## src/rtl/framebuf_bank_scheduler.sv

```systemverilog
// Ping-pong bank scheduler for the camera-writer / VGA-reader framebuffer.
// Banks swap only on a vsync rising edge, so scan-out never shows a torn frame.
module framebuf_bank_scheduler #(
  parameter int ADDR_WIDTH    = 16,
  parameter int BANK_SIZE     = 25344,
  parameter int TIMEOUT_WIDTH = 20,
  parameter int FRAME_TIMEOUT = 840000,
  parameter int DROP_WIDTH    = 8
) (
  input  logic                  vga_clk_25,
  input  logic                  reset,
  input  logic                  vsync,
  input  logic                  wr_frame_start,
  input  logic                  wr_frame_done,
  output logic                  wr_grant,
  output logic [ADDR_WIDTH-1:0] wr_base,
  output logic [ADDR_WIDTH-1:0] rd_base,
  output logic                  frame_valid,
  output logic                  swap_pulse,
  output logic [DROP_WIDTH-1:0] dropped_frames
);

  typedef enum logic [1:0] {IDLE, WRITING, PENDING} state_t;

  localparam logic [TIMEOUT_WIDTH-1:0] TMO_LAST = TIMEOUT_WIDTH'(FRAME_TIMEOUT - 1);

  state_t                  state_q, state_d;
  logic                    wr_bank_q, wr_bank_d;
  logic                    rd_bank_q, rd_bank_d;
  logic [TIMEOUT_WIDTH-1:0] tmo_q, tmo_d;
  logic [DROP_WIDTH-1:0]   drop_q, drop_d;
  logic                    vsync_dly_q, vsync_dly_d;
  logic                    grant_q, grant_d;
  logic                    valid_q, valid_d;
  logic                    swap_q, swap_d;
  logic [ADDR_WIDTH-1:0]   wr_base_q, wr_base_d;
  logic [ADDR_WIDTH-1:0]   rd_base_q, rd_base_d;
  logic                    vs_rise;
  logic                    do_swap;
  logic                    drop_inc;

  function automatic logic [ADDR_WIDTH-1:0] bank_base(input logic bank);
    return bank ? ADDR_WIDTH'(BANK_SIZE) : '0;
  endfunction

  function automatic logic [DROP_WIDTH-1:0] sat_inc(input logic [DROP_WIDTH-1:0] v);
    return (&v) ? v : v + 1'b1;
  endfunction

  assign vs_rise = vsync & ~vsync_dly_q;

  always_comb begin
    state_d     = state_q;
    wr_bank_d   = wr_bank_q;
    rd_bank_d   = rd_bank_q;
    tmo_d       = tmo_q;
    valid_d     = valid_q;
    vsync_dly_d = vsync;
    do_swap     = 1'b0;
    drop_inc    = 1'b0;

    case (state_q)
      IDLE: begin
        if (wr_frame_start) begin
          state_d = WRITING;
          tmo_d   = '0;
        end
      end
      WRITING: begin
        tmo_d = tmo_q + 1'b1;
        if (wr_frame_done) begin
          // A start arriving with done has no bank to go to; it is lost.
          drop_inc = wr_frame_start;
          if (vs_rise) begin
            do_swap = 1'b1;
            state_d = IDLE;
          end else begin
            state_d = PENDING;
          end
        end else if (wr_frame_start) begin
          drop_inc = 1'b1;
          tmo_d    = '0;
        end else if (tmo_q == TMO_LAST) begin
          drop_inc = 1'b1;
          state_d  = IDLE;
        end
      end
      PENDING: begin
        if (vs_rise) begin
          do_swap = 1'b1;
          if (wr_frame_start) begin
            state_d = WRITING;
            tmo_d   = '0;
          end else begin
            state_d = IDLE;
          end
        end else if (wr_frame_start) begin
          drop_inc = 1'b1;
        end
      end
      default: state_d = IDLE;
    endcase

    if (do_swap) begin
      wr_bank_d = rd_bank_q;
      rd_bank_d = wr_bank_q;
      valid_d   = 1'b1;
    end

    drop_d    = drop_inc ? sat_inc(drop_q) : drop_q;
    swap_d    = do_swap;
    grant_d   = (state_d == WRITING);
    wr_base_d = bank_base(wr_bank_d);
    rd_base_d = bank_base(rd_bank_d);
  end

  always_ff @(posedge vga_clk_25 or posedge reset) begin
    if (reset) begin
      state_q     <= IDLE;
      wr_bank_q   <= 1'b0;
      rd_bank_q   <= 1'b1;
      tmo_q       <= '0;
      drop_q      <= '0;
      vsync_dly_q <= 1'b1;
      grant_q     <= 1'b0;
      valid_q     <= 1'b0;
      swap_q      <= 1'b0;
      wr_base_q   <= '0;
      rd_base_q   <= ADDR_WIDTH'(BANK_SIZE);
    end else begin
      state_q     <= state_d;
      wr_bank_q   <= wr_bank_d;
      rd_bank_q   <= rd_bank_d;
      tmo_q       <= tmo_d;
      drop_q      <= drop_d;
      vsync_dly_q <= vsync_dly_d;
      grant_q     <= grant_d;
      valid_q     <= valid_d;
      swap_q      <= swap_d;
      wr_base_q   <= wr_base_d;
      rd_base_q   <= rd_base_d;
    end
  end

  assign wr_grant       = grant_q;
  assign wr_base        = wr_base_q;
  assign rd_base        = rd_base_q;
  assign frame_valid    = valid_q;
  assign swap_pulse     = swap_q;
  assign dropped_frames = drop_q;

endmodule

```

## config.mk

```make
export PLATFORM = sky130hd
export DESIGN_NAME = framebuf_bank_scheduler
export DESIGN_NICKNAME = d
export VERILOG_FILES = /design/src/rtl/framebuf_bank_scheduler.sv
export SDC_FILE = /design/constraint.sdc
export NUM_CORES = 1
export LEC_CHECK = 0
export CAP_MARGIN = 20
export CORE_MARGIN = 1.5
export CORE_UTILIZATION = 51
export DETAILED_ROUTE_END_ITERATION = 8
export PLACE_DENSITY = 0.83
export SLEW_MARGIN = 5
export SYNTH_ARGS = -nofsm -noshare
export SYNTH_HDL_FRONTEND = slang
export SYNTH_SLANG_ARGS = --single-unit
```

## constraint.sdc

```tcl
create_clock -name vga_clk_25 -period 2.7 [get_ports vga_clk_25]
set_clock_uncertainty 0.2 [all_clocks]
set_input_delay 0.27 -clock vga_clk_25 [delete_from_list [all_inputs] [get_ports vga_clk_25]]
set_output_delay 0.27 -clock vga_clk_25 [all_outputs]
set_load 0.01 [all_outputs]
```

==> flow_results.org, run 1 <==
** STA
- The total count of hold-check failures in the final report is 0.
- Max Clock Freq :: 387.2 MHz
- Worst hold margin :: 0.1904 ns
- Sum Neg Setup Slack :: 0 ns
- Final setup fails :: 0
- Number of max-slew violations in the final report :: 0
- Slew at the pin closest to its max-slew limit :: 0.5421 ns
- Dividing the final minimum period by the clock period gives 95.66%.
- Setup repair after global routing left no endpoint under its margin.
- Time the final worst path needs with I/O delays and setup :: 2.583 ns
- Relative max-transition margin :: 63.85%

** Detailed routing
- Dividing the detail-routed wire length by the instance count gives 13.83 um.
- Antenna violation net count after detailed routing :: 0
- WL final :: 4205 um
- TritonRoute pass-1 iters :: 4
- In this run, the number of DRC markers left after iteration 0 of detailed routing was 219.
- Via count normalized by instance count :: 5.395
- Number of vias after detailed routing :: 1640
- Number of design rule violations left after detail routing :: 0

** Clock tree
- Post-cts resize count :: 0
- TritonCTS built the clock tree.
- Clock Tree Buf Depth :: 2
- Clock-pin slew was measured on the worst setup and hold paths at 0.07 ns.
- After clock tree synthesis, the setup repair step added 0 buffers.
- CTS placed an instance of sky130_fd_sc_hd__clkbuf_8 at the clock tree root.
- For this design, the sink count on the clock tree is 36.
- Worst skew pair latency :: 0.30 ns
- H-tree levels :: 2
- Total of hold buffers inserted after clock tree synthesis :: 0
- Number of CTS-inserted buffers :: 5

** GRT
- Vias in the first global route :: 1509
- In the global route stage, met3 resource usage came out at 4.221%.
- Global-route usage over all layers :: 19.90%
- Routing usage on met1 :: 25.03%
- Global routing used 31.85% of the available met2 tracks.
- The layer flagged by global routing as most heavily used is met2.
- Initial antenna violation count :: 0
- The first global-routing pass estimated 6879 um of wire.
- Entering global routing, the biggest net connects 37 pins.
- GRT Residual Overflow :: 0

** Synthesis
- Synthesis instantiated 49 different standard cells from the library.
- A synthesized cell averages 9.360 um^2.
- Counting flops with a built-in enable in the synthesized netlist gives 0.
- Primary flip-flop cell chosen by synthesis mapping :: sky130_fd_sc_hd__dfrtp_1
- In this run the cell area of the synthesized design comes to 0.002200 mm^2.
- Ys Warns :: 0
- Number of storage elements in the synthesis netlist :: 36
- Sequential fraction of the synthesis area :: 41.07%
- Synth Instances :: 235
- Post-synthesis async set-or-reset flop share :: 100.0%

** Power and ir drop
- Post-route total power :: 1832 uW
- Total power divided by cell area :: 750.2 mW/mm^2
- Leakage dissipation :: 0.001004 uW
- The worst-case IR drop observed on VDD is 0.4901 mV.

** Critical path
- Cell at the slowest stage of the critical path :: sky130_fd_sc_hd__or4_4
- At the worst endpoint, the required time is 2.68 ns.
- Setup crit start kind :: flip-flop
- Data arrives at the worst endpoint at 2.56 ns.
- Type of the worst setup path :: reg2reg
- Critical path, cell by cell :: ha_2 > nand3_2 > or4_4 > o41a_4 > nor2_4 > mux2_1
- Crit path capture type :: flip-flop
- On the worst path, the slowest cell contributes a delay of 0.56 ns.
- Critical Path Fanout Max :: 7

** Floorplanning
- Pin placement for this block handled 48 I/O pins.
- Chip Height :: 68.68 um
- The floorplan has 23 rows.
- Die area :: 0.004716 mm^2
- The initial utilization of the core area, before any placement, comes to 53.83%.
- From left edge to right edge, the die measures 68.68 um.
- Area of the placeable core :: 0.004086 mm^2

** Placed design
- At the end of routability-driven placement, the weighted congestion stood at 0.7885.
- After legalization and detailed placement, the total HPWL measured 2917 um.
- After detailed placement, the design holds a cell count of 296.
- In this run the tool buffered the top-level ports with 23 buffer cells.

** Run status
- Outcome :: finished clean

** Run
- Across the run, the number of max-cap violations was 0.

** Worst hold path
- Worst hold path class :: in2async

** Cells and area
- Area Growth Syn to Fin :: 11.04%
- Post-layout nets :: 264
- In the final layout, the share of cells above drive strength 1 is 12.20%.
- The repair_antennas step left the layout with diodes totalling 0.
- The count of cells in the finished layout, fillers not included, comes to 304.
==> where the power goes <==
group          internal, uW  switching, uW  total, uW
combinational           306            403        709
sequential              625           97.4        723
clock                   203            198        401
total                  1130            697       1830
==> critical path, delay by kind of cell (launching register included) <==
| family | cells | cell delay, ns |
|---|---|---|
| and+or+nand+nor | 3 | 0.80 |
| DFF | 1 | 0.40 |
| AOI/OAI and AO/OA | 1 | 0.51 |
| muxes | 1 | 0.32 |
| adders and majority gates | 1 | 0.22 |
==> cell usage after synthesis, types with 5 or more instances <==
master,number,area [um^2]
sky130_fd_sc_hd__nand3_1,7,35.03
sky130_fd_sc_hd__inv_1,11,41.29
sky130_fd_sc_hd__nor2_1,19,71.32
sky130_fd_sc_hd__nor2b_1,5,31.28
sky130_fd_sc_hd__dfrtp_1,34,850.8
sky130_fd_sc_hd__o21ai_0,15,75.07
sky130_fd_sc_hd__nor4_1,8,50.05
sky130_fd_sc_hd__xor2_1,7,61.31
sky130_fd_sc_hd__xnor2_1,9,78.83
sky130_fd_sc_hd__ha_1,6,75.07
sky130_fd_sc_hd__clkbuf_1,6,22.52
sky130_fd_sc_hd__nand2_1,21,78.83
sky130_fd_sc_hd__o31ai_1,5,37.54
sky130_fd_sc_hd__buf_4,32,240.2
==> final timing paths <==
check | startpoint | endpoint | slack, ns | cells after the start
setup / recovery | tmo_q[0] | dropped_frames[1] | 0.12 | 6
hold / removal | reset | dropped_frames[1] | 0.19 | 3
setup reg to reg | tmo_q[0] | dropped_frames[1] | 0.12 | 6
hold reg to reg | frame_valid | frame_valid | 0.28 | 1
max in group asynchronous | reset | vsync_dly_q | 1.76 | 3
min in group vga_clk_25 | vsync | vsync_dly_q | 0.23 | 1
==> kinds of logic (layout without fill, tap and decap cells) <==
group | Yosys count | count (layout) | share of synthesized area, %
multiplexers | 4 | 4 | 1.991
buffers and inverters | 50 | 46 | 13.99
other | 1 | 24 | 0.1705
flip-flops | 36 | 36 | 41.07
XOR/XNOR | 16 | 16 | 6.371
AND/OR/NAND/NOR | 87 | 87 | 21.96
AO/OA/AOI/OAI | 35 | 35 | 11.04
adder cells (fa/ha/maj) | 6 | 6 | 3.413
==> state kept, by name (all words and copies together) (netlist names) <==
signal / cells
tmo_q: 20
dropped_frames: 8
rd_base: 1
state_q: 2
wr_base: 1
vsync_dly_q: 1
swap_pulse: 1
frame_valid: 1
wr_grant: 1
==> metal layers <==
metal	vias to the layer above	part of all wire, %
met2	39	49
met3	8	4.6
li1	789	-
met5	-	0
met1	804	44
met4	0	2.0
==> per-stage QoR <==
step / instance area, um^2 / util [%] / worst slack, ns
2_1_floorplan: 2286 / - / 0.2128
3_5_place_dp: 2342 / 57.32 / 0.09840
3_3_place_gp: 2342 / 57.32 / 0.1594
6_report: 2442 / 59.77 / 0.1170
4_1_cts: 2435 / 59.58 / 0.08348
5_1_grt: 2442 / 59.77 / 0.01145
==> cell usage in the layout, fill, tap and decap left out, types with 3 or more instances in the layout <==
cell type / Yosys / final
sky130_fd_sc_hd__ha_1: 6 / 5
sky130_fd_sc_hd__xnor2_1: 9 / 9
sky130_fd_sc_hd__o21ai_0: 15 / 15
sky130_fd_sc_hd__xor2_1: 7 / 7
sky130_fd_sc_hd__conb_1: 1 / 24
sky130_fd_sc_hd__nor3_2: 3 / 3
sky130_fd_sc_hd__nor2_1: 19 / 19
sky130_fd_sc_hd__dfrtp_1: 34 / 34
sky130_fd_sc_hd__o31ai_1: 5 / 5
sky130_fd_sc_hd__inv_1: 11 / 11
sky130_fd_sc_hd__clkbuf_8: 0 / 6
sky130_fd_sc_hd__nor3_1: 3 / 3
sky130_fd_sc_hd__clkdlybuf4s50_1: 0 / 23
sky130_fd_sc_hd__nor2b_1: 5 / 5
sky130_fd_sc_hd__buf_4: 32 / 4
sky130_fd_sc_hd__nor4_1: 8 / 8
sky130_fd_sc_hd__nand2_1: 21 / 21
sky130_fd_sc_hd__nand3_1: 7 / 7
sky130_fd_sc_hd__nand4_1: 3 / 3
==> area by class of cell <==
type / count / area (um^2)
inverters: 11 / 41.29
fillers: 354 / 1644
clock buffers: 6 / 82.58
multi-input cells: 172 / 1082
repair buffers: 27 / 260.3
clock inverters: 2 / 10.01
well taps: 50 / 62.56
flip-flops and latches: 36 / 903.4
Power figures use the tool's default switching activity.
==> run 2, diff against run 1 <==
--- a/config.mk
+++ b/config.mk
@@ -7,9 +7,10 @@
 export LEC_CHECK = 0
 export CAP_MARGIN = 20
 export CORE_MARGIN = 1.5
-export CORE_UTILIZATION = 51
+export CORE_UTILIZATION = 52
+export CTS_BUF_LIST = sky130_fd_sc_hd__clkbuf_2
 export DETAILED_ROUTE_END_ITERATION = 8
-export PLACE_DENSITY = 0.83
+export PLACE_DENSITY = 0.85
 export SLEW_MARGIN = 5
 export SYNTH_ARGS = -nofsm -noshare
 export SYNTH_HDL_FRONTEND = slang
==> run 2 against run 1 <==
Compared with the run above:
- flip-flop and latch count did not move
- maximum frequency fell by 1.1%
- sequential share of layout area is 0.83 points higher
- final area shrank 2.2%
- clock-buffer cell count is 1 higher
- clock power down 40%
- critical path type unchanged
==> flow_results.org, run 2 (synthesis gave the netlist of run 1 again) <==
** Run status
- The run finished with clean final reports.

** Critical path
- Critical Path Fanout Max :: 7
- STA puts the critical path data required time at 2.76 ns.
- The kind of cell with the highest combined delay along the critical path is simple AND/OR/NAND/NOR gates.
- At the worst endpoint, the arrival time is 2.68 ns.
- STA classifies the critical path endpoint as a flip-flop.
- The largest single stage delay on the critical path is 0.57 ns.
- The number of buffers and inverters on the critical path is 0.
- Cell at the slowest stage of the critical path :: sky130_fd_sc_hd__or4_4
- Type of the worst setup path :: reg2reg
- STA classifies the critical path startpoint as a flip-flop.
- Critical path, cell by cell :: ha_2 > nand3_2 > or4_4 > o41a_4 > nor2_4 > mux2_1

** Detailed routing
- The routed design has 3850 um of wire.
- Antenna violation net count after detailed routing :: 0
- After detailed routing, the average wire length per cell comes to 12.66 um.
- Number of vias after detailed routing :: 1610
- For this run, design rule violations remaining after detail routing come to 0.
- Initial DRC Count :: 154
- TritonRoute pass-1 iters :: 4
- After detailed routing, the number of vias per cell comes to 5.296.

** STA
- Number of hold violations in the final report :: 0
- Subtracting the final worst setup slack from the clock period gives 2.612 ns.
- Final setup fails :: 0
- The max-slew violation count is 0.
- In this run the tightest slew margin relative to its limit is 61.18%.
- Period utilisation layout :: 96.74%
- Setup repair after global routing left no endpoint under its margin.
- Max Clock Freq :: 382.9 MHz
- After routing, the total negative slack on setup checks comes to 0 ns.
- Slew at the pin closest to its max-slew limit :: 0.5821 ns

** Floorplanning
- Starting density of the core :: 54.60%
- The total area inside the core boundary comes to 0.004029 mm^2.
- The floorplan has 23 rows.
- Die area :: 0.004629 mm^2
- Chip Height :: 68.04 um
- From left edge to right edge, the die measures 68.04 um.
- 48 I/O pins were placed.

** Clock tree
- Root buffer cell :: sky130_fd_sc_hd__clkbuf_2
- TritonCTS built the clock tree.
- Clock-pin slew was measured on the worst setup and hold paths at 0.18 ns.
- Clock Tree Buf Depth :: 2
- Counting the buffers created by CTS gives 5.
- Post-CTS timing repair inserted 0 buffers for setup.
- Number of sinks on the clock net :: 36
- Worst skew pair latency :: 0.38 ns
- The H-tree was split into 2 levels.

** Power and ir drop
- The worst-case IR drop observed on VDD is 0.4966 mV.
- Summing internal, switching and leakage power gives 1659 uW.
- Leakage dissipation :: 0.0009834 uW
- Total power divided by cell area :: 694.6 mW/mm^2

** GRT
- Vias in the first global route :: 1476
- Global-route usage over all layers :: 18.60%
- The initial antenna violation count came to 0.
- GRT Residual Overflow :: 0
- Largest net degree at the start of global routing :: 37
- Wire length of the first global-routing pass :: 6555 um

** Cells and area
- Largest register FFs :: 20
- Reg with most FFs :: tmo_q
- After the last flow step, the layout net total stands at 264.
- Finished layout cell area :: 0.002389 mm^2
- Fill count :: 364
- Area Growth Syn to Fin :: 8.589%
- Diodes inserted :: 0
- Ratio of cells with drive above 1 in the final layout :: 11.81%
- Most common library cell in the layout ignoring fill and taps :: sky130_fd_sc_hd__dfrtp_1
- In the layout the commonest cells are 34 x sky130_fd_sc_hd__dfrtp_1, 24 x sky130_fd_sc_hd__conb_1, 23 x sky130_fd_sc_hd__clkdlybuf4s50_1, 21 x sky130_fd_sc_hd__nand2_1, 19 x sky130_fd_sc_hd__nor2_1.
- Final standard cell count with taps included and fillers excluded :: 304

** Placed design
- Routability congestion estimate from global placement :: 0.8256
- In this run the tool buffered the top-level ports with 23 buffer cells.
- Half-perimeter wire length of the detailed placement result :: 2844 um
- Total cell area at the placement stage :: 0.002342 mm^2
- In this run, placement finished with an instance count of 296.

** Worst hold path
- Worst hold path class :: in2async

** Run
- Across the run, the number of max-cap violations was 0.
-- run 2: power by group --
| part | switching, uW | internal, uW |
|---|---|---|
| registers | 96.3 | 624 |
| clock network | 171 | 69.4 |
| logic | 393 | 305 |
-- run 2: layout make-up --
cell class / instances / area (um^2) / share of cell area [%]
clock buffers: 7 / 35.03 / 1.467
repair buffers: 27 / 260.3 / 10.90
multi-input cells: 172 / 1082 / 45.31
flip-flops and latches: 36 / 903.4 / 37.82
clock inverters: 1 / 3.754 / 0.1572
inverters: 11 / 41.29 / 1.729
well taps: 50 / 62.56 / 2.619
-- run 2: worst reg2reg max path, delay by kind of cell (launching register included) --
| family | cells | cell delay, ns |
|---|---|---|
| flops | 1 | 0.44 |
| simple gates | 3 | 0.81 |
| mux | 1 | 0.32 |
| compound gates | 1 | 0.51 |
| fa+ha+maj | 1 | 0.23 |
-- run 2: final timing paths --
path / depth (start not counted) / start / to / slack [ns]
max in group asynchronous: 3 / reset / vsync_dly_q / 1.87
worst min register to register: 1 / frame_valid / frame_valid / 0.30
worst max-delay path: 6 / tmo_q[0] / dropped_frames[1] / 0.09
worst max register to register: 6 / tmo_q[0] / dropped_frames[1] / 0.09
min in group vga_clk_25: 1 / vsync / vsync_dly_q / 0.15
worst min-delay path: 3 / reset / dropped_frames[3] / 0.06
-- run 2: per-layer routing --
| metal | global-route usage [%] | part of all wire, % | vias up |
|---|---|---|---|
| met4 | 5.750 | 1.8 | 0 |
| met3 | 4.770 | 4.5 | 10 |
| met1 | 24.87 | 45 | 763 |
| met5 | 0 | 0 | - |
| li1 | - | - | 790 |
| met2 | 29.61 | 48 | 47 |
-- run 2: what timing repair did --
item	in CTS	in global routing
setup endpoints to repair	0	2
hold buffers	0	0
resized for setup	0	2
-- run 2: per-stage QoR --
step	setup WS, ns	utilization, %	hold WS, ns
floorplan	0.2128	-	0.07448
global placement	0.1587	58.14	0.2617
detailed placement	0.07597	58.14	0.2565
CTS	0.04715	59.10	0.07526
global route	0.005028	59.29	0.1044
finish	0.08805	59.29	0.06370
==> run 3, diff against run 2 <==
--- a/config.mk
+++ b/config.mk
@@ -7,10 +7,10 @@
 export LEC_CHECK = 0
 export CAP_MARGIN = 20
 export CORE_MARGIN = 1.5
-export CORE_UTILIZATION = 52
+export CORE_UTILIZATION = 45
 export CTS_BUF_LIST = sky130_fd_sc_hd__clkbuf_2
 export DETAILED_ROUTE_END_ITERATION = 8
-export PLACE_DENSITY = 0.85
+export PLACE_DENSITY = 0.75
 export SLEW_MARGIN = 5
 export SYNTH_ARGS = -nofsm -noshare
 export SYNTH_HDL_FRONTEND = slang
==> run 3 against run 2 <==
Compared with the run above:
- worst setup slack gained 0.015 ns
- die area grew 15%
- non-clock buffer count is the same
- routed wire length shrank 0.88%
- core utilization shrank 8.4 points
- sequential share of layout area shrank 0.26 points
- final area grew 0.68%
- flip-flop and latch count is the same
- via count shrank 0.56%
- total power shrank 0.84%
==> flow_results.org, run 3 (synthesis gave the netlist of run 1 again) <==
** Run status
- The run finished with clean final reports.

** Critical path
- The worst setup path is captured at a flip-flop.
- Data arrival time at the worst-slack endpoint :: 2.69 ns
- Path depth of the worst reg2reg path :: 6
- Flop-to-flop setup slack :: 0.10 ns
- In this run the critical register-to-register path is captured at dropped_frames[1].
- Type of the worst setup path :: reg2reg
- In this run the worst path has a maximum fanout of 7.
- Required arrival time at the worst endpoint :: 2.79 ns
- Setup crit start kind :: flip-flop
- In this run the critical register-to-register path is launched from tmo_q[0].

** Floorplanning
- Die area :: 0.005317 mm^2
- In this run the horizontal extent of the chip is 72.92 um.
- Area of the placeable core :: 0.004723 mm^2
- 48 I/O pins were placed.
- Starting density of the core :: 46.57%
- Site Rows :: 25
- The die is 72.92 um tall.

** Power and ir drop
- Total power divided by cell area :: 684.1 mW/mm^2
- For this design the static power due to leakage is 0.0009825 uW.
- Summing internal, switching and leakage power gives 1645 uW.
- The worst-case IR drop observed on VDD is 0.5381 mV.

** Detailed routing
- Average wire per standard cell :: 11.89 um
- Routed met2 length :: 1805 um
- Antenna violation net count after detailed routing :: 0
- Wire segments on met3 add up to 182 um in the final route.
- After detailed routing, the number of vias per cell comes to 4.988.
- Signal routing reaches up to met4.
- In the final routing, the length of wire on met1 measures 1778 um.
- After detailed routing, the number of remaining DRC violations is 0.
- Before antenna repair, the detailed router went through 4 iterations.
- Summing over every cut layer, the via total after detailed routing is 1601.
- The routed design has 3816 um of wire.
- Initial DRC Count :: 103

** Clock tree
- Post-CTS Setup Bufs :: 0
- TritonCTS clock tree :: yes
- The H-tree was split into 2 levels.
- Root buffer cell :: sky130_fd_sc_hd__clkbuf_2
- Counting the buffers created by CTS gives 5.
- Clock slew at reported path FFs :: 0.20 ns
- For this design, the CTS-stage hold fixing added 0 buffers.
- Post-CTS repair changed the size of 0 cells.
- For this design, the sink count on the clock tree is 36.
- The clock reaches the later pin of the worst-skew pair after 0.40 ns.
- Clock Tree Buf Depth :: 2

** Cells and area
- Area Growth Syn to Fin :: 9.329%
- The top cell types in the final layout, fill and taps aside, are 34 x sky130_fd_sc_hd__dfrtp_1, 24 x sky130_fd_sc_hd__conb_1, 23 x sky130_fd_sc_hd__clkdlybuf4s50_1, 21 x sky130_fd_sc_hd__nand2_1, 19 x sky130_fd_sc_hd__nor2_1.
- Fill count :: 440
- The number of antenna diodes in the final layout is 0.
- Finished layout cell area :: 0.002405 mm^2
- The register with the most flip-flops in the final layout is tmo_q.
- The sequential cells in the finished layout cover a total of 903.4 um^2.
- Multi-input logic area :: 0.001077 mm^2
- The register with the most flip-flops in the layout has 20 of them.
- The library cell used most frequently in the layout, excluding fill and tap cells, is sky130_fd_sc_hd__dfrtp_1.
- The post-route netlist has 11.81% of its cells at a drive strength greater than 1.
- Post-layout nets :: 264

** STA
- Minimum setup slack in the final design :: 0.1029 ns
- Setup total negative slack on the finished layout was measured at 0 ns.
- Number of max-slew violations in the final report :: 0
- Setup violations remaining at the end of the flow were counted as 0.
- Setup repair after global routing missed its margin :: false
- Time the final worst path needs with I/O delays and setup :: 2.597 ns
- The total count of hold-check failures in the final report was 0.
- For this run, the top clock speed supported by timing is 385.0 MHz.
- Period utilisation layout :: 96.19%

** GRT
- Initial antenna violation count :: 0
- Entering global routing, the biggest net connects 37 pins.
- Vias in the first global route :: 1457
- Wire length of the first global-routing pass :: 6389 um
- Global-route usage over all layers :: 15.55%
- GRT Residual Overflow :: 0

** Run
- Max-cap violations in this run came to 0.

** Worst hold path
- The tightest min-delay check is of the in2async type.

** Placed design
- Half-perimeter wire length of the detailed placement result :: 2751 um
- Timing analysis after detailed placement gives a worst setup slack of 0.1154 ns.
- Routability-driven placement finished with a final weighted congestion of 0.8061.
- Quantity of I/O buffers inserted on ports :: 23
- Total cell area at the placement stage :: 0.002364 mm^2
## run 3: changes by cell type in the layout (fill, tap and decap cells not counted)
cell	previous run	this run
sky130_fd_sc_hd__nor2_2	0	1
sky130_fd_sc_hd__clkbuf_2	7	5
sky130_fd_sc_hd__clkinv_2	0	2
sky130_fd_sc_hd__nor2_4	1	0
## run 3: area by class of cell
cell class	count	share of cell area [%]
Clock buffer	5	1.041
Clock inverter	3	0.5723
Inverter	11	1.717
Multi-Input combinational cell	172	44.80
Sequential cell	36	37.56
Tap cell	67	3.486
Timing Repair Buffer	27	10.82
## run 3: critical path, cell delays in order, from the launching register on
cell and delay, ns:
sky130_fd_sc_hd__dfrtp_1 0.44, sky130_fd_sc_hd__ha_2 0.22, sky130_fd_sc_hd__nand3_2 0.11, sky130_fd_sc_hd__or4_4 0.56, sky130_fd_sc_hd__o41a_4 0.50, sky130_fd_sc_hd__nor2_2 0.14, sky130_fd_sc_hd__mux2_1 0.33
## run 3: worst max path at each step
| stage | startpoint | end | slack, ns | cells after the start |
|---|---|---|---|---|
| after floorplan | tmo_q[0] | dropped_frames[1] | 0.21 | 6 |
| after global placement | tmo_q[0] | dropped_frames[1] | 0.15 | 6 |
| after detailed placement | tmo_q[0] | dropped_frames[1] | 0.12 | 6 |
| after CTS | tmo_q[0] | dropped_frames[1] | 0.09 | 6 |
| after global routing | tmo_q[0] | dropped_frames[1] | 0.0003 | 6 |
| final | tmo_q[0] | dropped_frames[1] | 0.10 | 6 |
## run 3: routing by layer
metal | vias to the layer above | global-route usage [%]
met5 | - | 0
met4 | 0 | 5.241
met3 | 6 | 5.110
met2 | 32 | 24.77
met1 | 771 | 19.96
li1 | 792 | -
## run 3: report_power, final
part	leakage [uW]	switching (uW)	internal, uW
registers	0.000471	95.6	624
logic	0.000482	381	303
clock network	0.0000302	183	58.0
total	0.000983	660	985
## run 3: per-stage QoR
| stage | cells | hold slack [ns] | util [%] |
|---|---|---|---|
| floorplan | 258 | 0.07448 | - |
| detailed placement | 313 | 0.2623 | 50.04 |
| finish | 321 | 0.05399 | 50.91 |
| CTS | 321 | 0.06796 | 50.86 |
| global route | 321 | 0.08805 | 50.91 |
| global placement | 313 | 0.2544 | 50.04 |
==> patch 1, RTL diff (flow settings as in run 3) <==
The parameter `TIMEOUT_WIDTH` goes from 20 to 22.
--- a/src/rtl/framebuf_bank_scheduler.sv
+++ b/src/rtl/framebuf_bank_scheduler.sv
@@ -3,7 +3,7 @@
 module framebuf_bank_scheduler #(
   parameter int ADDR_WIDTH    = 16,
   parameter int BANK_SIZE     = 25344,
-  parameter int TIMEOUT_WIDTH = 20,
+  parameter int TIMEOUT_WIDTH = 22,
   parameter int FRAME_TIMEOUT = 840000,
   parameter int DROP_WIDTH    = 8
 ) (
Check against the original RTL: no difference found for any inputs over 10 cycles, from zero or initial values and one cycle with reset high; that may be too few to reach the edited logic, so the function may still have changed.
==> patch 1 against run 3 <==
  * Total power grew 3.8%
  * Combinational power grew 5.7%
  * Setup slack gained 180 ps
  * Synthesized area grew 4.8%
  * Sequential cell count grew 2
  * Sequential share of layout area grew 0.42 points
  * Final cell count grew 2.2%
  * Wire length grew 9.6%
  * Final area grew 4.4%
  * Critical endpoint is now tmo_q[11]
==> patch 1: results (changes against run 3) <==
* Status: completed (unchanged)
* Crit path DAT at 2510 ps (was 2690 ps)
* Footprint of the multi-input gates at 1130 µm² (was 1080 µm²)
* Buffer share of cell area at 10.4% (was 10.8%)
* Cell variety after synth at 43 (was 49)
* Root buf cell: clkbuf_2 (unchanged)
* Num sequential at 38 (was 36)
* Pin count of the biggest net entering global routing at 39 (was 37)
* Register bank with the most flops: tmo_q (unchanged)
* IO Port Bufs at 23 (unchanged)
* Pre-CTS setup slack at 242 ps (was 115 ps)
* CTS clk-pin slew, worst paths at 200 ps (about the same)
* Post-cts resize count at 0 (unchanged)
* Top sig layer: met4 (unchanged)
* Synth top area cells: dfrtp_1 (39%), buf_4 (10%), xor2_1 (4.9%) (was dfrtp_1 (39%), buf_4 (11%), nand2_1 (3.6%))
* Filler Cells Inserted at 449 (was 440)
* Met1 usage at 22.5% (was 20.0%)
* Ys flop type: dfrtp_1 (unchanged)
* Met3 wire length at 154 µm (was 182 µm)
* Peak VDD IR at 0.270 mV (was 0.538 mV)
* Vias per cell at 5.19 (was 4.99)
* Largest register FFs at 22 (was 20)
* Vias in the first global route at 1597 (was 1457)
* Lkg Pwr at 1.14 nW (was 0.983 nW)
* GRT met3 Usage at 4.47% (was 5.11%)
* Tap Count at 67 (unchanged)
* Wire length on met2 at 2020 µm (was 1810 µm)
* Max incr delay on CP at 560 ps (about the same)
* Htree depth at 2 (unchanged)
* Worst-path maximum fanout at 16 (was 7)
* Global-route wire length before repair at 7370 µm (was 6390 µm)
* Post-DP HPWL at 3000 µm (was 2750 µm)
* Non-CTS buffers at 27 (unchanged)
* GR Util met2 at 28.4% (was 24.8%)
* Layout cell share with drive strength beyond 1 at 9.20% (was 11.8%)
* Sequential fraction of the synthesis area at 41.4% (was 41.1%)
* Register area at 953 µm² (was 903 µm²)
* Met1 WL at 1960 µm (was 1780 µm)
* # clk buffers at 5 (unchanged)
* Nets at 271 (was 264)
* Multi-In Gates at 178 (was 172)
* Starting DRT DRC Count at 110 (was 103)
* Commonest cells in the netlist: dfrtp_1 (36), buf_4 (32), nor2_1 (24), xor2_1 (13), nand4_1 (12) (was dfrtp_1 (34), buf_4 (32), nand2_1 (21), nor2_1 (19), o21ai_0 (15))
* Clock Path Buffers at 2 (unchanged)
* Post-synth EDFFs at 0 (unchanged)
* Pre-antenna DRT Iters at 4 (unchanged)
* Total GRT Usage at 17.3% (was 15.6%)
* Non-clk invs at 10 (was 11)
* Top cell family by delay on the critical path: compound AO/OA/AOI/OAI gates (was simple AND/OR/NAND/NOR gates)
* GPL Wtd Cong at 0.842 (was 0.806)
* Synth warn at 0 (unchanged)
* Routed WL at 4180 µm (was 3820 µm)
* Clk_lat worst skew at 380 ps (was 400 ps)
* Count of pins over their slew limit at 0 (unchanged)
* Area post-placement at 2470 µm² (was 2360 µm²)
* CP max stage cell: a221o_1 (was or4_4)
* Clock-cell share of area at 1.65% (was 1.61%)
==> patch 1: cell types whose count changed in the layout (fill, tap and decap cells not counted), sizes merged, moves of 5 or more <==
cell	before	now
nand2	21	11
nand4	3	12
and3	2	10
o21ai	18	11
a21oi	1	7
xor2	7	13
nor2b	5	0
o31ai	5	0
==> patch 1: cell families after synthesis <==
| logic type | count (synthesis) | share of synthesized area (%) |
|---|---|---|
| compound gates | 30 | 9.01 |
| xor+xnor | 20 | 7.60 |
| fa+ha+maj | 6 | 3.26 |
| buf+inv | 49 | 13.2 |
| flops | 38 | 41.4 |
| mux | 5 | 2.44 |
| other cells | 1 | 0.163 |
| simple gates | 93 | 23.0 |
==> patch 1: worst paths after layout <==
check / from / end / depth (start not counted) / slack [ps]
max in group asynchronous: reset / rd_base[13] / 3 / 1880
worst min register to register: frame_valid / frame_valid / 1 / 290
worst max-delay path: state_q[0] / tmo_q[11] / 6 / 290
worst max register to register: state_q[0] / tmo_q[11] / 6 / 290
worst min-delay path: reset / dropped_frames[0] / 3 / 50
min in group vga_clk_25: vsync / vsync_dly_q / 1 / 150
==> patch 1: power by group <==
| part | leakage [nW] | switching (mW) | internal, mW |
|---|---|---|---|
| combinational | 0.612 | 0.412 | 0.311 |
| sequential | 0.506 | 0.0858 | 0.647 |
| clock | 0.0264 | 0.192 | 0.0592 |
==> patch 1: stage by stage <==
step / utilization [%] / std cells / hold WS (ps)
2_1_floorplan: - / 265 / 74.5
5_1_grt: 52.1 / 328 / 89.7
4_1_cts: 52.1 / 328 / 57.4
6_report: 52.1 / 328 / 48.3
3_3_place_gp: 51.2 / 320 / 252
3_5_place_dp: 51.2 / 320 / 256
==> patch 2, RTL diff (config.mk and constraints of run 3) <==
Made on the original files. Re-encode `state_t` (3 states) as one-hot, 3 bits wide.
--- a/src/rtl/framebuf_bank_scheduler.sv
+++ b/src/rtl/framebuf_bank_scheduler.sv
@@ -20,7 +20,7 @@
   output logic [DROP_WIDTH-1:0] dropped_frames
 );
 
-  typedef enum logic [1:0] {IDLE, WRITING, PENDING} state_t;
+  typedef enum logic [2:0] {IDLE = 3'b001, WRITING = 3'b010, PENDING = 3'b100} state_t;
 
   localparam logic [TIMEOUT_WIDTH-1:0] TMO_LAST = TIMEOUT_WIDTH'(FRAME_TIMEOUT - 1);
 
Behaviour: no difference found for any inputs over 10 cycles, from zero or initial values and one cycle with reset high; not proved beyond that.
==> patch 2 against run 3 <==
  * Non-clock buffer count grew 1
  * Count of clock-buffer cells in the layout up 1
  * Sequential cell count rose by 1
  * Synthesized cell count is 1.3% lower
  * Clock power up 5%
  * Core utilization fell by 0.62 points
  * Wire length shrank 2.3%
  * Synthesized area decreased by 1.4%
  * Largest power group unchanged
  * Critical path type unchanged
  * Final cell count down 5.3%
  * Setup slack better by 180 ps
  * Total power decreased by 21%
  * Final area shrank 1.9%
==> patch 2: results (changes against run 3) <==
* Area post-placement at 2320 µm² (was 2360 µm²)
* Ys flop type: dfrtp_1 (unchanged)
* Synth warn at 0 (unchanged)
* Layout cell share with drive strength beyond 1 at 10.4% (was 11.8%)
* Cell variety after synth at 45 (was 49)
* Post-DP HPWL at 2630 µm (was 2750 µm)
* Starting DRT DRC Count at 116 (was 103)
* Synth top area cells: dfrtp_1 (39%), buf_4 (11%), xnor2_1 (6.1%) (was dfrtp_1 (39%), buf_4 (11%), nand2_1 (3.6%))
* Sequential fraction of the synthesis area at 42.8% (was 41.1%)
* Lkg Pwr at 0.994 nW (was 0.983 nW)
* Antenna violations before repair at 0 (unchanged)
* Pin count of the biggest net entering global routing at 38 (was 37)
* GRT met3 Usage at 2.64% (was 5.11%)
* Vias at 1563 (was 1601)
* # Post-CTS Setup Buffers at 0 (unchanged)
* Clk_lat worst skew at 410 ps
* Vias in the first global route at 1363 (was 1457)
* CP max stage cell: or4b_1 (was or4_4)
* Total GRT Usage at 14.7% (was 15.6%)
* R2r setup slk at 280 ps (was 100 ps)
* Pre-antenna DRT Iters at 4 (unchanged)
* GR Util met2 at 22.3% (was 24.8%)
* Post-Layout Cell Count at 304 (was 321)
* Routed WL at 3730 µm (was 3820 µm)
* GPL Wtd Cong at 0.826 (was 0.806)
* Global-route wire length before repair at 6030 µm (was 6390 µm)
* Post-cts resize count at 0 (unchanged)
* CTS clk-pin slew, worst paths at 190 ps
* IO Port Bufs at 23 (unchanged)
* Reg2reg path depth at 6 (unchanged)
* Crit path DAT at 2530 ps (was 2690 ps)
* Syn Inst Count at 232 (was 235)
* Critical R2R Capture: tmo_q[18] (was dropped_frames[1])
* Peak VDD IR at 0.194 mV (was 0.538 mV)
* Htree depth at 2 (unchanged)
* Largest register FFs at 20 (unchanged)
* Met1 usage at 19.8% (was 20.0%)
* Nets at 256 (was 264)
* Status: completed (unchanged)
* Commonest cells in the netlist: dfrtp_1 (34), buf_4 (32), nand2_1 (24), nor2_1 (17), xnor2_1 (15) (was dfrtp_1 (34), buf_4 (32), nand2_1 (21), nor2_1 (19), o21ai_0 (15))
* Reg2Reg Launch Point: tmo_q[0] (unchanged)
-- patch 2: routing by layer --
layer  vias to the layer above  wire [µm]  share of wire (%)
met1                       725       1770                 47
met3                        11        164                4.4
met5                         -          0                  0
met2                        46       1700                 46
li1                        781          -                  -
met4                         0         93                2.5
-- patch 2: worst register-to-register path: stages (launching register included) --
cell,delay (ps)
dfrtp_1,430
ha_1,230
nand3_2,150
or3_1,530
or4b_1,570
xor2_1,160
nor2_1,50
-- patch 2: through the flow --
step / setup WS, ps / utilization (%) / power (mW)
floorplan: 504 / - / 0.947
global placement: 329 / 49.4 / 1.05
detailed placement: 225 / 49.4 / 1.06
CTS: 288 / 50.3 / 1.31
global route: 201 / 50.3 / 1.39
finish: 281 / 50.3 / 1.30
-- patch 2: how the worst min path moves through the flow --
| stage | end | startpoint | slack (ps) |
|---|---|---|---|
| CTS | wr_grant | reset | 60 |
| detailed placement | frame_valid | frame_valid | 260 |
| floorplan | vsync_dly_q | vsync | 70 |
| global route | dropped_frames[7] | reset | 70 |
| global placement | frame_valid | frame_valid | 250 |
| finish | tmo_q[2] | reset | 50 |
-- patch 2: cell families after synthesis --
group                      count (synthesis)  synth area share (%)
buffers and inverters                     46                  13.7
DFF                                       37                  42.8
and+or+nand+nor                           90                  22.9
muxes                                      4                  2.02
other                                      1                 0.173
AOI/OAI and AO/OA                         35                  10.4
xor gates and xnor gates                  17                  6.86
adders and majority gates                  2                  1.15
-- patch 2: report_power, final --
group / internal, mW / switching, mW
combinational: 0.164 / 0.217
sequential: 0.609 / 0.0618
clock: 0.0649 / 0.187
-- patch 2: final cells by class --
cell class,instances,area (µm²)
clock buffer,6,30.0
clock inverter,2,10.0
fill,448,2330
inverter,5,18.8
multi-input combinational,172,1040
sequential,37,930
tap,54,67.6
timing repair buffer,28,268
